===== config.mk =====
export PLATFORM = sky130hd
export DESIGN_NAME = call_stack
export DESIGN_NICKNAME = d
export VERILOG_FILES = /design/src/rtl/call_stack.sv
export SDC_FILE = /design/constraint.sdc
export NUM_CORES = 1
export LEC_CHECK = 0
export BUFFER_PORTS_ARGS = -buffer_cell sky130_fd_sc_hd__buf_2
export CORE_ASPECT_RATIO = 0.6
export CORE_MARGIN = 2
export CORE_UTILIZATION = 60
export DETAILED_ROUTE_END_ITERATION = 6
export GPL_TIMING_DRIVEN = 0
export PLACE_DENSITY = 0.84
export SYNTH_ARGS = -nofsm -noshare
export SYNTH_HDL_FRONTEND = slang
export SYNTH_SLANG_ARGS = --single-unit

===== constraint.sdc =====
create_clock -name clk -period 9.8 [get_ports clk]
set_input_delay 1.47 -clock clk [delete_from_list [all_inputs] [get_ports clk]]
set_output_delay 1.47 -clock clk [all_outputs]
set_load 0.02 [all_outputs]

===== src/rtl/call_stack.sv =====
// rtl/call_stack.sv - hardware return-address stack with registered top-of-stack
//
// Ports:
//   clk             rising-edge clock
//   rst             synchronous active-high reset
//   push            push request; push_addr is written as the new top
//   pop             pop request; the entry below the top becomes the new top
//   push_addr       return address written on push
//   flush           discard all entries; push/pop in the same cycle are ignored
//   err_clear       clear both sticky error flags (a same-cycle error wins)
//   top_addr        registered top-of-stack entry, 0 when empty
//   count           registered number of valid entries, 0..DEPTH
//   empty           count == 0
//   full            count == DEPTH
//   stack_overflow  sticky: push attempted while full
//   stack_underflow sticky: pop attempted while empty

module call_stack #(
    parameter  int DEPTH = 8,
    parameter  int AW    = 12,
    localparam int CW    = $clog2(DEPTH + 1)
) (
    input  logic          clk,
    input  logic          rst,
    input  logic          push,
    input  logic          pop,
    input  logic [AW-1:0] push_addr,
    input  logic          flush,
    input  logic          err_clear,
    output logic [AW-1:0] top_addr,
    output logic [CW-1:0] count,
    output logic          empty,
    output logic          full,
    output logic          stack_overflow,
    output logic          stack_underflow
);

    localparam int IW = (DEPTH > 1) ? $clog2(DEPTH) : 1;

    logic [AW-1:0] entry [DEPTH];

    logic [CW-1:0] count_m1;
    logic [CW-1:0] count_m2;
    logic [IW-1:0] wr_idx;
    logic [IW-1:0] rd_idx;
    logic          do_push;
    logic          do_pop;
    logic          do_replace;
    logic          mem_we;
    logic          ovf_set;
    logic          unf_set;

    assign empty = (count == '0);
    assign full  = (count == CW'(DEPTH));

    always_comb begin
        count_m1   = count - CW'(1);
        count_m2   = count - CW'(2);
        // A push+pop on an empty stack degenerates into a plain push.
        do_replace = !flush && push && pop && !empty;
        do_push    = !flush && push && !do_replace && !full;
        do_pop     = !flush && pop && !push && !empty;
        ovf_set    = !flush && push && !pop && full;
        unf_set    = !flush && pop && !push && empty;
        mem_we     = do_push || do_replace;
        // Replace overwrites the current top; a push writes one above it.
        wr_idx     = do_replace ? count_m1[IW-1:0] : count[IW-1:0];
        // Only consulted when popping from count >= 2.
        rd_idx     = count_m2[IW-1:0];
    end

    // Storage carries no reset: entries above count are never observed.
    always_ff @(posedge clk) begin
        if (!rst && mem_we) begin
            entry[wr_idx] <= push_addr;
        end
    end

    always_ff @(posedge clk) begin
        if (rst) begin
            count           <= '0;
            top_addr        <= '0;
            stack_overflow  <= 1'b0;
            stack_underflow <= 1'b0;
        end else begin
            stack_overflow  <= ovf_set || (stack_overflow && !err_clear);
            stack_underflow <= unf_set || (stack_underflow && !err_clear);
            if (flush) begin
                count    <= '0;
                top_addr <= '0;
            end else if (do_replace) begin
                top_addr <= push_addr;
            end else if (do_push) begin
                count    <= count + CW'(1);
                top_addr <= push_addr;
            end else if (do_pop) begin
                count    <= count_m1;
                top_addr <= (count_m1 == '0) ? '0 : entry[rd_idx];
            end
        end
    end

endmodule

==> impl_metrics.sql <==
INSERT INTO impl_metrics (metric_group, metric, value, unit) VALUES
('die', 'die_height', '73.0', 'um'),
('timing', 'fin_crit', '4.09', 'ns'),
('timing', 'postLayoutSetupSlackWorst', '5.71', 'ns'),
('setup_path', 'worst_ep_arrival_time', '2.62', 'ns'),
('clock_tree', 'ctsRootBufferMaster', 'sky130_fd_sc_hd__clkbuf_16', ''),
('yosys', 'synthSimpleGateAreaFrac', '7.57', '%'),
('die', 'coreArea', '0.00779', 'mm2'),
('yosys', 'synth-warning-count', '0', ''),
('yosys', 'syn_area_per_cell', '15.8', 'um2'),
('routing', 'routed_via_density', '6.24', ''),
('yosys', 'synth_cell_type_count', '44', ''),
('clock_tree', 'cts_made_buffers', '17', ''),
('timing', 'grt_setup_unrepaired', 'no', ''),
('routing', 'drt_drc_violations_left', '0', ''),
('timing', 'setup_violations', '0', ''),
('power', 'power-per-cell-area', '209', 'mW/mm2'),
('yosys', 'synth.mux.area_fraction', '12.0', '%'),
('place', 'pre_cts_slack', '5.95', 'ns'),
('clock_tree', 'cts.clk_slew.worst_paths', '0.05', 'ns'),
('min_path', 'min_delay_worst_endpoint', 'stack_overflow$_SDFF_PP0_', ''),
('clock_tree', 'worst_skew_pair.late_latency', '0.42', 'ns'),
('place', 'place.gp.congestion', '0.796', ''),
('clock_tree', 'postCtsResizedCells', '0', ''),
('yosys', 'synthFlopType', 'sky130_fd_sc_hd__edfxtp_1', ''),
('die', 'rows', '25', ''),
('yosys', 'mappedNetlistNets', '325', ''),
('setup_path', 'worstRegToRegCells', '10', ''),
('clock_tree', 'clock_tree.buffer_depth', '2', ''),
('clock_tree', 'cts_htree_levels', '4', ''),
('routing', 'final_antenna_net_count', '0', ''),
('timing', 'maxClockFrequency', '245', 'MHz'),
('routing', 'detailed_route_wl', '11.0', 'mm'),
('yosys', 'post_synthesis_compound_gate_area_fraction', '7.12', '%'),
('timing', 'least_margin_pin_slew', '0.719', 'ns'),
('run', 'max-cap-violations', '0', ''),
('routing', 'drt-wirelength-per-cell', '22.7', 'um'),
('yosys', 'post_synth_inst_count', '301', ''),
('power', 'totalPowerFinal', '1.20', 'mW'),
('yosys', 'main_combinational_cell_family_by_area_after_synthesis', 'multiplexers', ''),
('layout', 'design.final.nets', '387', ''),
('clock_tree', 'cts_tree', 'yes', ''),
('yosys', 'ys_seq_elements', '114', ''),
('setup_path', 'r2r-end', 'entry[0][6]$_DFFE_PP_', ''),
('clock_tree', 'cts.hold.buffers_added', '0', ''),
('setup_path', 'criticalPathCategory', 'reg2out', ''),
('yosys', 'synth-edff-count', '96', ''),
('clock_tree', 'clock_sink_count', '114', ''),
('setup_path', 'worst_ep_required', '8.33', 'ns'),
('status', 'outcome', 'finished clean', ''),
('timing', 'worst_slew_margin_rel', '51.8', '%'),
('layout', 'num_antenna_cells', '0', ''),
('yosys', 'ys_seq_area_share', '68.1', '%'),
('layout', 'synthToLayoutAreaGrowth', '21.2', '%'),
('setup_path', 'reg2reg_from', 'count[0]$_SDFFE_PP0P_', ''),
('setup_path', 'crit_path_start_kind', 'flop', ''),
('setup_path', 'cp-end-kind', 'output pin', ''),
('timing', 'worst_clock_skew', '0.00693', 'ns'),
('yosys', 'syn_area', '0.00476', 'mm2'),
('die', 'die_area', '0.00869', 'mm2'),
('power', 'vdd_ir_drop_max', '154', 'uV'),
('setup_path', 'timing.reg2reg.setup_slack', '5.87', 'ns'),
('global_routing', 'grtUsageTotal', '27.6', '%'),
('yosys', 'async_reset_ff_share', '0', '%'),
('layout', 'share_of_cells_above_drive_strength_1', '33.0', '%'),
('min_path', 'timing.hold.worst_path_depth', '2', ''),
('global_routing', 'total_gr_overflow', '0', ''),
('die', 'initial_core_util', '61.1', '%'),
('min_path', 'worstHoldPathType', 'reg2reg', ''),
('timing', 'finalCritPeriodShare', '41.7', '%'),
('yosys', 'synth_xor_xnor_area_share', '1.10', '%'),
('global_routing', 'global_route_wire_length_before_repair', '16.6', 'mm');
-- worst max-delay path by stage --
stage	to	start
floorplan	entry[5][0]$_DFFE_PP_	push
global placement	entry[5][10]$_DFFE_PP_	count[0]$_SDFFE_PP0P_
CTS	empty	count[0]$_SDFFE_PP0P_
global route	empty	count[0]$_SDFFE_PP0P_
detailed placement	entry[7][9]$_DFFE_PP_	count[0]$_SDFFE_PP0P_
finish	empty	count[0]$_SDFFE_PP0P_
-- per-layer routing --
layer / vias up / routed length (um) / GRT usage, %
li1: 1300 / - / -
met1: 1493 / 4270 / 36.9
met2: 202 / 5280 / 43.0
met3: 23 / 1180 / 7.89
met4: 0 / 248 / 12.8
met5: - / 0 / 0
-- flip-flops by register name (all words and copies together) (netlist names) --
signal / count
entry: 96
top_addr: 12
count: 4
stack_overflow: 1
stack_underflow: 1
-- cells in the final DEF, fill, tap and decap left out, drive strengths merged, types with 2 or more instances in the layout --
cell / count
a21o: 2
a21oi: 4
a221oi: 12
a22oi: 2
a31oi: 3
buf: 54
bufinv: 2
clkbuf: 24
clkinv: 6
clkinvlp: 7
dfxtp: 18
edfxtp: 96
ha: 6
inv: 5
mux2i: 2
mux4: 24
nand2: 37
nand2b: 3
nor2: 18
nor2b: 2
nor3: 9
o21ai: 15
or3: 2
xnor2: 4
xor2: 2
-- stage by stage --
step / cell area (um2) / util, % / std cells
2_1_floorplan: 4760 / - / 301
3_3_place_gp: 5070 / 65.1 / 444
3_5_place_dp: 5200 / 66.8 / 452
4_1_cts: 5770 / 74.1 / 484
5_1_grt: 5770 / 74.1 / 484
6_report: 5770 / 74.1 / 484
-- cells in the mapped netlist, drive strengths merged (2+ instances only) --
cell type,instances,area (um2)
a21o,2,15.0
a21oi,4,23.8
a221oi,12,105
a22oi,2,15.0
a31oi,3,18.8
buf,11,75.1
clkbuf,7,26.3
dfxtp,18,360
edfxtp,96,2880
ha,6,75.1
inv,5,18.8
mux2i,2,20.0
mux4,24,541
nand2,37,139
nand2b,3,21.3
nor2,18,67.6
nor2b,2,12.5
nor3,9,45.0
o21ai,15,75.1
or3,2,12.5
xnor2,4,35.0
xor2,2,17.5
-- kinds of logic (layout without fill, tap and decap cells) --
| family | Yosys count | in the layout |
|---|---|---|
| simple gates | 79 | 79 |
| fa+ha+maj | 6 | 6 |
| compound gates | 46 | 46 |
| xor+xnor | 6 | 6 |
| flops | 114 | 114 |
| buf+inv | 23 | 98 |
| mux | 27 | 27 |
-- area by class of cell --
| cell class | instances | area [um2] |
|---|---|---|
| Clock inverter | 15 | 144 |
| Sequential cell | 114 | 3240 |
| Tap cell | 108 | 135 |
| Timing Repair Buffer | 43 | 265 |
| Inverter | 5 | 18.8 |
| Fill cell | 475 | 2020 |
| Clock buffer | 17 | 425 |
| Multi-Input combinational cell | 164 | 1440 |
| Buffer | 18 | 101 |
-- where the power goes --
| group | internal [mW] | switching [mW] | leakage (nW) |
|---|---|---|---|
| sequential | 0.532 | 0.00243 | 1.01 |
| clock | 0.369 | 0.216 | 0.258 |
| combinational | 0.0305 | 0.0541 | 0.787 |
| total | 0.931 | 0.273 | 2.06 |
-- worst max-delay path: stages (launching register included) --
cell                       delay (ns)
sky130_fd_sc_hd__dfxtp_1         0.34
sky130_fd_sc_hd__clkbuf_1        0.23
sky130_fd_sc_hd__inv_1           0.19
sky130_fd_sc_hd__clkbuf_1        0.48
sky130_fd_sc_hd__ha_1            0.44
sky130_fd_sc_hd__nand2b_2        0.18
sky130_fd_sc_hd__nor2_1          0.16
sky130_fd_sc_hd__buf_2           0.19
No activity file was read; power rests on OpenSTA's default activity.
